===== config.mk =====
export PLATFORM = sky130hd
export DESIGN_NAME = par_to_serial_fifo
export DESIGN_NICKNAME = d
export VERILOG_FILES = /design/src/rtl/par_to_serial_pkg.sv /design/src/rtl/par_word_fifo.sv /design/src/rtl/par_to_serial_fifo.sv
export SDC_FILE = /design/constraint.sdc
export NUM_CORES = 1
export LEC_CHECK = 0
export BUFFER_PORTS_ARGS = -buffer_cell sky130_fd_sc_hd__buf_2
export CAP_MARGIN = 40
export CORE_ASPECT_RATIO = 0.75
export CORE_MARGIN = 1
export CORE_UTILIZATION = 31
export DETAILED_ROUTE_END_ITERATION = 12
export HOLD_SLACK_MARGIN = 0.12
export PLACE_DENSITY = 0.52
export SYNTH_ARGS = -nofsm -noshare
export SYNTH_HDL_FRONTEND = slang
export SYNTH_SLANG_ARGS = --single-unit
export TNS_END_PERCENT = 100

===== constraint.sdc =====
create_clock -name SerClock -period 3.6 [get_ports SerClock]
set_clock_uncertainty 0.15 [all_clocks]
set_input_delay 0.36 -clock SerClock [delete_from_list [all_inputs] [get_ports SerClock]]
set_output_delay 0.36 -clock SerClock [all_outputs]
set_load 0.05 [all_outputs]

===== src/rtl/par_to_serial_pkg.sv =====
// Shared types and helpers for the buffered parallel-to-serial converter.
// Holds the serializer state encoding, the FIFO word-entry type and small
// bit helpers used by the serializer.
package par_to_serial_pkg;

  // Widest data word the entry type can carry; WIDTH of the top must not exceed it.
  localparam int unsigned MaxWidth = 128;

  typedef enum logic [1:0] {
    SER_IDLE   = 2'd0,
    SER_SHIFT  = 2'd1,
    SER_PARITY = 2'd2
  } ser_state_t;

  // Word as it leaves the FIFO: bit order travels with the data.
  typedef struct packed {
    logic                msb_first;
    logic [MaxWidth-1:0] data;
  } word_entry_t;

  // Running even parity: fold one emitted bit into the accumulator.
  function automatic logic parity_step(input logic acc, input logic b);
    return acc ^ b;
  endfunction

  // Advance the entry by one bit so the next bit to emit sits at the output position
  // (bit WIDTH-1 for MSB-first, bit 0 for LSB-first).
  function automatic word_entry_t shift_entry(input word_entry_t e);
    word_entry_t r;
    r           = e;
    r.data      = e.msb_first ? (e.data << 1) : (e.data >> 1);
    return r;
  endfunction

endpackage


===== src/rtl/par_word_fifo.sv =====
// Synchronous word FIFO with wrap-around pointers.
// Ports:
//   clk        clock, all state on posedge
//   rst        synchronous active-high reset (pointers and count to 0)
//   push       write push_data (ignored when full)
//   push_data  entry to store
//   pop        drop the head entry (ignored when empty)
//   head_data  current head entry
//   count      number of stored entries
module par_word_fifo #(
  parameter int unsigned WIDTH = 33,
  parameter int unsigned DEPTH = 2,
  localparam int unsigned PtrW = (DEPTH > 1) ? $clog2(DEPTH) : 1,
  localparam int unsigned CntW = $clog2(DEPTH + 1)
) (
  input  logic            clk,
  input  logic            rst,
  input  logic            push,
  input  logic [WIDTH-1:0] push_data,
  input  logic            pop,
  output logic [WIDTH-1:0] head_data,
  output logic [CntW-1:0] count
);

  logic [WIDTH-1:0] mem_q [DEPTH];
  logic [PtrW-1:0]  wr_ptr_q, rd_ptr_q;
  logic [CntW-1:0]  count_q;
  logic             do_push, do_pop;

  function automatic logic [PtrW-1:0] ptr_inc(input logic [PtrW-1:0] p);
    return (p == PtrW'(DEPTH - 1)) ? '0 : p + PtrW'(1);
  endfunction

  assign do_push   = push && (count_q != CntW'(DEPTH));
  assign do_pop    = pop && (count_q != '0);
  assign head_data = mem_q[rd_ptr_q];
  assign count     = count_q;

  always_ff @(posedge clk) begin
    if (rst) begin
      wr_ptr_q <= '0;
      rd_ptr_q <= '0;
      count_q  <= '0;
    end else begin
      if (do_push) wr_ptr_q <= ptr_inc(wr_ptr_q);
      if (do_pop)  rd_ptr_q <= ptr_inc(rd_ptr_q);
      if (do_push && !do_pop) begin
        count_q <= count_q + CntW'(1);
      end else if (!do_push && do_pop) begin
        count_q <= count_q - CntW'(1);
      end
    end
  end

  // Storage needs no reset; entries are only read after being written.
  always_ff @(posedge clk) begin
    if (do_push) mem_q[wr_ptr_q] <= push_data;
  end

endmodule


===== src/rtl/par_to_serial_fifo.sv =====
// Buffered parallel-to-serial converter: words enter a DEPTH-entry FIFO through a
// valid/ready handshake and leave as back-to-back serial frames, each in its own bit
// order and optionally followed by an even-parity bit.
// Ports:
//   SerClock      clock; SerReset synchronous active-high reset
//   ParValid/ParReady/BusIn/MsbFirst  parallel input handshake and word
//   SerOut/SerValidFlag/SerFirst/SerLast  registered serial output and framing
//   Level         words waiting in the FIFO (not counting the one being shifted)
module par_to_serial_fifo
  import par_to_serial_pkg::*;
#(
  parameter int unsigned WIDTH     = 32,
  parameter int unsigned DEPTH     = 2,
  parameter bit          PARITY_EN = 1'b0
) (
  input  logic                       SerClock,
  input  logic                       SerReset,
  input  logic                       ParValid,
  output logic                       ParReady,
  input  logic [WIDTH-1:0]           BusIn,
  input  logic                       MsbFirst,
  output logic                       SerOut,
  output logic                       SerValidFlag,
  output logic                       SerFirst,
  output logic                       SerLast,
  output logic [$clog2(DEPTH+1)-1:0] Level
);

  localparam int unsigned CntW   = $clog2(WIDTH + 1);
  localparam int unsigned LevelW = $clog2(DEPTH + 1);

  ser_state_t        state_q;
  word_entry_t       sr_q;
  logic [CntW-1:0]   bit_cnt_q;  // data bits of the current frame already emitted
  logic              parity_q;

  logic [WIDTH:0]    fifo_head;
  word_entry_t       head_entry;
  logic              head_bit, cur_bit;
  logic              push, pop, pop_slot, frame_done;

  assign ParReady = !SerReset && (Level != LevelW'(DEPTH));
  assign push     = ParValid && ParReady;

  par_word_fifo #(
    .WIDTH(WIDTH + 1),
    .DEPTH(DEPTH)
  ) u_fifo (
    .clk      (SerClock),
    .rst      (SerReset),
    .push     (push),
    .push_data({MsbFirst, BusIn}),
    .pop      (pop),
    .head_data(fifo_head),
    .count    (Level)
  );

  always_comb begin
    head_entry           = '0;
    head_entry.msb_first = fifo_head[WIDTH];
    head_entry.data      = MaxWidth'(fifo_head[WIDTH-1:0]);
    head_bit   = head_entry.msb_first ? head_entry.data[WIDTH-1] : head_entry.data[0];
    cur_bit    = sr_q.msb_first ? sr_q.data[WIDTH-1] : sr_q.data[0];
    frame_done = (bit_cnt_q == CntW'(WIDTH));
    // Cycles where the next edge may start a new frame without a gap.
    unique case (state_q)
      SER_IDLE:   pop_slot = 1'b1;
      SER_SHIFT:  pop_slot = frame_done && !PARITY_EN;
      SER_PARITY: pop_slot = 1'b1;
      default:    pop_slot = 1'b0;
    endcase
    pop = pop_slot && (Level != '0);
  end

  always_ff @(posedge SerClock) begin
    if (SerReset) begin
      state_q      <= SER_IDLE;
      sr_q         <= '0;
      bit_cnt_q    <= '0;
      parity_q     <= 1'b0;
      SerOut       <= 1'b0;
      SerValidFlag <= 1'b0;
      SerFirst     <= 1'b0;
      SerLast      <= 1'b0;
    end else begin
      SerOut       <= 1'b0;
      SerValidFlag <= 1'b0;
      SerFirst     <= 1'b0;
      SerLast      <= 1'b0;
      if (pop) begin
        // The popped word's first bit goes out on this same edge.
        state_q      <= SER_SHIFT;
        sr_q         <= shift_entry(head_entry);
        bit_cnt_q    <= CntW'(1);
        parity_q     <= head_bit;
        SerOut       <= head_bit;
        SerValidFlag <= 1'b1;
        SerFirst     <= 1'b1;
      end else begin
        unique case (state_q)
          SER_SHIFT: begin
            if (!frame_done) begin
              sr_q         <= shift_entry(sr_q);
              bit_cnt_q    <= bit_cnt_q + CntW'(1);
              parity_q     <= parity_step(parity_q, cur_bit);
              SerOut       <= cur_bit;
              SerValidFlag <= 1'b1;
              SerLast      <= !PARITY_EN && (bit_cnt_q == CntW'(WIDTH - 1));
            end else if (PARITY_EN) begin
              state_q      <= SER_PARITY;
              SerOut       <= parity_q;
              SerValidFlag <= 1'b1;
              SerLast      <= 1'b1;
            end else begin
              state_q <= SER_IDLE;
            end
          end
          SER_PARITY: state_q <= SER_IDLE;
          default:    state_q <= SER_IDLE;
        endcase
      end
    end
  end

endmodule


==> summary.txt <==
Outcome
  – Status: completed

Cells and area
  – Fill cells: 2,884
  – Final #Nets: 881
  – FF/Latch Area: 0.00489 sq mm
  – Ant diodes: 0
  – Multi-input logic area: 0.00424 sq mm
  – Post-route cell area: 0.0111 sq mm
  – P&R area growth vs syn: 17.3%
  – Layout cells sized above 1: 20.7%

Power and ir drop
  – VDD IR max: 0.499 mV
  – Lkg Pwr: about 3.7 nW
  – Power Dens Cells: 664 mW/mm^2

Timing
  – Worst slew margin: 56.8%
  – Fmax: 374 MHz
  – Crit share post-route: 74.2%
  – Worst slew pin tran: about 0.65 ns
  – RSZ-0062 raised after global routing: no
  – Final hold violations: 0
  – Minimum clock period: about 2.7 ns
  – Slew Viols, Final: 0
  – Setup ws final: 0.930 ns
  – Setup TNS Final: 0 ns
  – Setup violators final: 0

Route
  – Drt wl/cell: ~16 um
  – DRT antenna net count: 0
  – Vias per cell: 4.97
  – Via count: 6,207
  – WL final: 20,400 um
  – DRC viols: 0
  – Initial DRC count: 406
  – DR pass1 iterations: 4

Worst hold path
  – Hold_sp: ParValid
  – Hold Path Sink: u_fifo.wr_ptr_q$_SDFFE_PP0P_
  – Hold Path Class: input pin to register
  – Hold path cells: 5

Placed design
  – GPL Wtd Cong: 0.724
  – # port buffers: 42
  – Pre-CTS setup slack: just under 1 ns
  – Hpwl dp: 12,300 um
  – Area after DPL: 0.0101 sq mm

Yosys
  – Cell taking the most area after synthesis: dfxtp_1
  – Syn Area/Cell: 11.9 sq um
  – Yosys top cell area share: 30.7%
  – Top cells by area, synth: dfxtp_1 (31%), edfxtp_1 (21%), mux2i_1 (16%)
  – Syn_nets: 835
  – Synthesized instance count: a little under 800
  – Post-synth cell types: 38
  – Synth Warn #: 0
  – Netlist Area Pre-Place: 0.00945 sq mm
  – Sequential area share after synthesis: 51.7%
  – Seq cells post-synth: 211

CTS
  – CTS Root Buffer Type: clkbuf_16
  – H-tree Lvls: 1
  – Post-CTS Hold Buffers: 34
  – CTS tree: yes
  – Worst-skew pair later-pin latency: 0.50 ns
  – CTS Buffer Depth: 3
  – Post-CTS Repair Setup Buffers: 0
  – Clock buffer count from CTS: 23
  – CTS Sinks: about 210
  – Reg clk slew, reported paths: 0.06 ns
  – Post-CTS sizing: 0

Critical path
  – Reg2reg path depth: 9
  – Max Fanout on Critical Path: 13
  – Startpoint class of the critical path: register
  – R2R Path End: u_fifo.count[1]$_SDFFE_PP0P_
  – Type of the worst setup path: register to register
  – R2r setup slk: approximately 0.93 ns
  – Worst path max stage delay: 0.51 ns
  – Crit-path slowest cell: o41a_1
  – Critical path capture point type: register
  – Worst path cell trace: inv_1 -> ha_1 -> nand2b_4 -> o41a_1 -> nor2_1 -> inv_1 -> ha_1 -> or3_1 -> a21oi_1
  – Worst r2r src: bit_cnt_q[0]$_SDFFE_PP0P_
  – Critical Path RT: roughly 3.9 ns
  – CP arrival: 2.95 ns

Die
  – Core area: 0.0295 sq mm
  – Die X: between 200 and 250 um
  – I/O pin count: 43
  – Initial Utilization: 32.0%
  – Die H: 153 um
  – Die area: 0.0312 sq mm
  – Standard-cell row count: between 50 and 60

Global routing
  – Total gr overflow: 0
  – Largest net degree at the start of global routing: 83
  – Initial antenna violation count: 0
  – Number of global-route vias before repair: 6,021
  – First-pass GRT wire length: 33,400 um
  – Gr usage total: 13.1%

Flow run
  – MaxCap Viol Count: 0
-- state kept, by name, summed over array words and instances, names as in the netlist, named ones only --
name,count
sr_q,129
SerFirst,1
u_fifo.count,2
u_fifo.wr_ptr_q,1
state_q,1
u_fifo.mem_q,66
bit_cnt_q,6
u_fifo.rd_ptr_q,1
SerOut,1
SerLast,1
SerValidFlag,1
-- through the flow --
step | hold WS (ns) | instances | utilization [%] | power [mW]
finish | 0.145 | 1250 | 37.5 | 7.36
global route | 0.193 | 1250 | 37.5 | 7.78
CTS | 0.138 | 1250 | 37.5 | 7.46
detailed placement | 0.297 | 1175 | 34.1 | 5.23
global placement | 0.308 | 1173 | 33.9 | 5.23
floorplan | 0.282 | 796 | - | 4.73
-- cells in the mapped netlist --
library cell,count
a31oi_1,1
nand2_1,17
and2_1,1
a21oi_1,54
o221ai_2,29
a221oi_1,1
mux2_2,45
or2_2,2
edfxtp_1,66
xnor2_1,2
ha_1,3
inv_2,1
buf_1,6
nand3_1,46
mux2i_1,150
nor4_1,1
o41a_1,1
a211oi_1,8
a22oi_1,1
clkbuf_1,36
inv_1,6
or3_1,3
nand2b_1,2
xor2_1,4
nand4_1,2
buf_6,3
buf_2,28
nor3_1,6
nor2_1,37
o21ai_0,2
nand2b_4,1
o211ai_1,1
nor3_2,1
o221ai_1,1
nor2b_1,1
o2bb2ai_1,81
o41ai_1,1
dfxtp_1,145
-- where the power goes --
group          internal (mW)  total [mW]  leakage [nW]  switching, mW
combinational          0.842        2.18          1.55           1.33
sequential              2.73        3.03          1.78          0.302
clock                   1.24        2.16         0.339          0.920
-- worst max path at each step --
stage / start / endpoint / slack (ns) / depth (start not counted)
global route: bit_cnt_q[0]$_SDFFE_PP0P_ / u_fifo.count[1]$_SDFFE_PP0P_ / 0.68 / 9
floorplan: u_fifo.count[0]$_SDFFE_PP0P_ / u_fifo.mem_q[0][0]$_DFFE_PP_ / 0.22 / 3
CTS: bit_cnt_q[0]$_SDFFE_PP0P_ / u_fifo.count[1]$_SDFFE_PP0P_ / 0.94 / 9
global placement: bit_cnt_q[0]$_SDFFE_PP0P_ / sr_q[1]$_SDFFE_PP0P_ / 0.92 / 6
detailed placement: bit_cnt_q[0]$_SDFFE_PP0P_ / u_fifo.count[1]$_SDFFE_PP0P_ / 0.99 / 9
finish: bit_cnt_q[0]$_SDFFE_PP0P_ / u_fifo.count[1]$_SDFFE_PP0P_ / 0.93 / 9
-- cell usage in the layout, fill, tap and decap left out, types with 2 or more instances in the layout --
cell type        n
xnor2_1          2
nand4_1          2
mux2i_1        150
clkbuf_16       23
o2bb2ai_1       81
buf_12           4
o21ai_0          2
clkbuf_1         6
o221ai_2        29
inv_1            6
clkinv_2         4
nand2_1         17
edfxtp_1        66
nand3_1         46
a211oi_1         8
mux2_2          45
xor2_1           4
buf_4           13
clkinv_1         4
nor2_1          36
buf_2           42
or2_2            2
a21oi_1         54
or3_1            2
nand2b_4         2
dfxtp_1        143
nor3_1           6
dlygate4sd3_1   34
clkbuf_8         3
ha_1             3
-- critical path: cells and delay by family (launching register included) --
family / cells / cell delay (ns)
flops: 1 / 0.35
buf+inv: 2 / 0.16
compound gates: 2 / 0.65
simple gates: 3 / 0.75
fa+ha+maj: 2 / 0.53
-- cell families (layout without fill, tap and decap cells) --
kind of cell / Yosys count / count (layout) / share of synthesized area (%)
multiplexers: 195 / 195 / 21.3
buffers and inverters: 80 / 142 / 3.79
AO/OA/AOI/OAI: 181 / 181 / 16.3
flip-flops: 211 / 211 / 51.7
adder cells (fa/ha/maj): 3 / 3 / 0.397
AND/OR/NAND/NOR: 120 / 120 / 5.95
XOR/XNOR: 6 / 6 / 0.556
-- per-layer routing --
| metal | GRT usage (%) | part of all wire (%) |
|---|---|---|
| met1 | 21.5 | 57 |
| met5 | 0 | 0 |
| met2 | 17.2 | 38 |
| met4 | 3.33 | 2.1 |
| met3 | 1.94 | 3.0 |
-- area by class of cell --
type | instances | share of cell area, %
Clock inverter | 9 | 0.395
Clock buffer | 32 | 5.77
Timing Repair Buffer | 94 | 6.82
Multi-Input combinational cell | 505 | 38.2
Inverter | 7 | 0.237
Tap cell | 392 | 4.43
Sequential cell | 211 | 44.1
No activity file was read; power rests on OpenSTA's default activity.
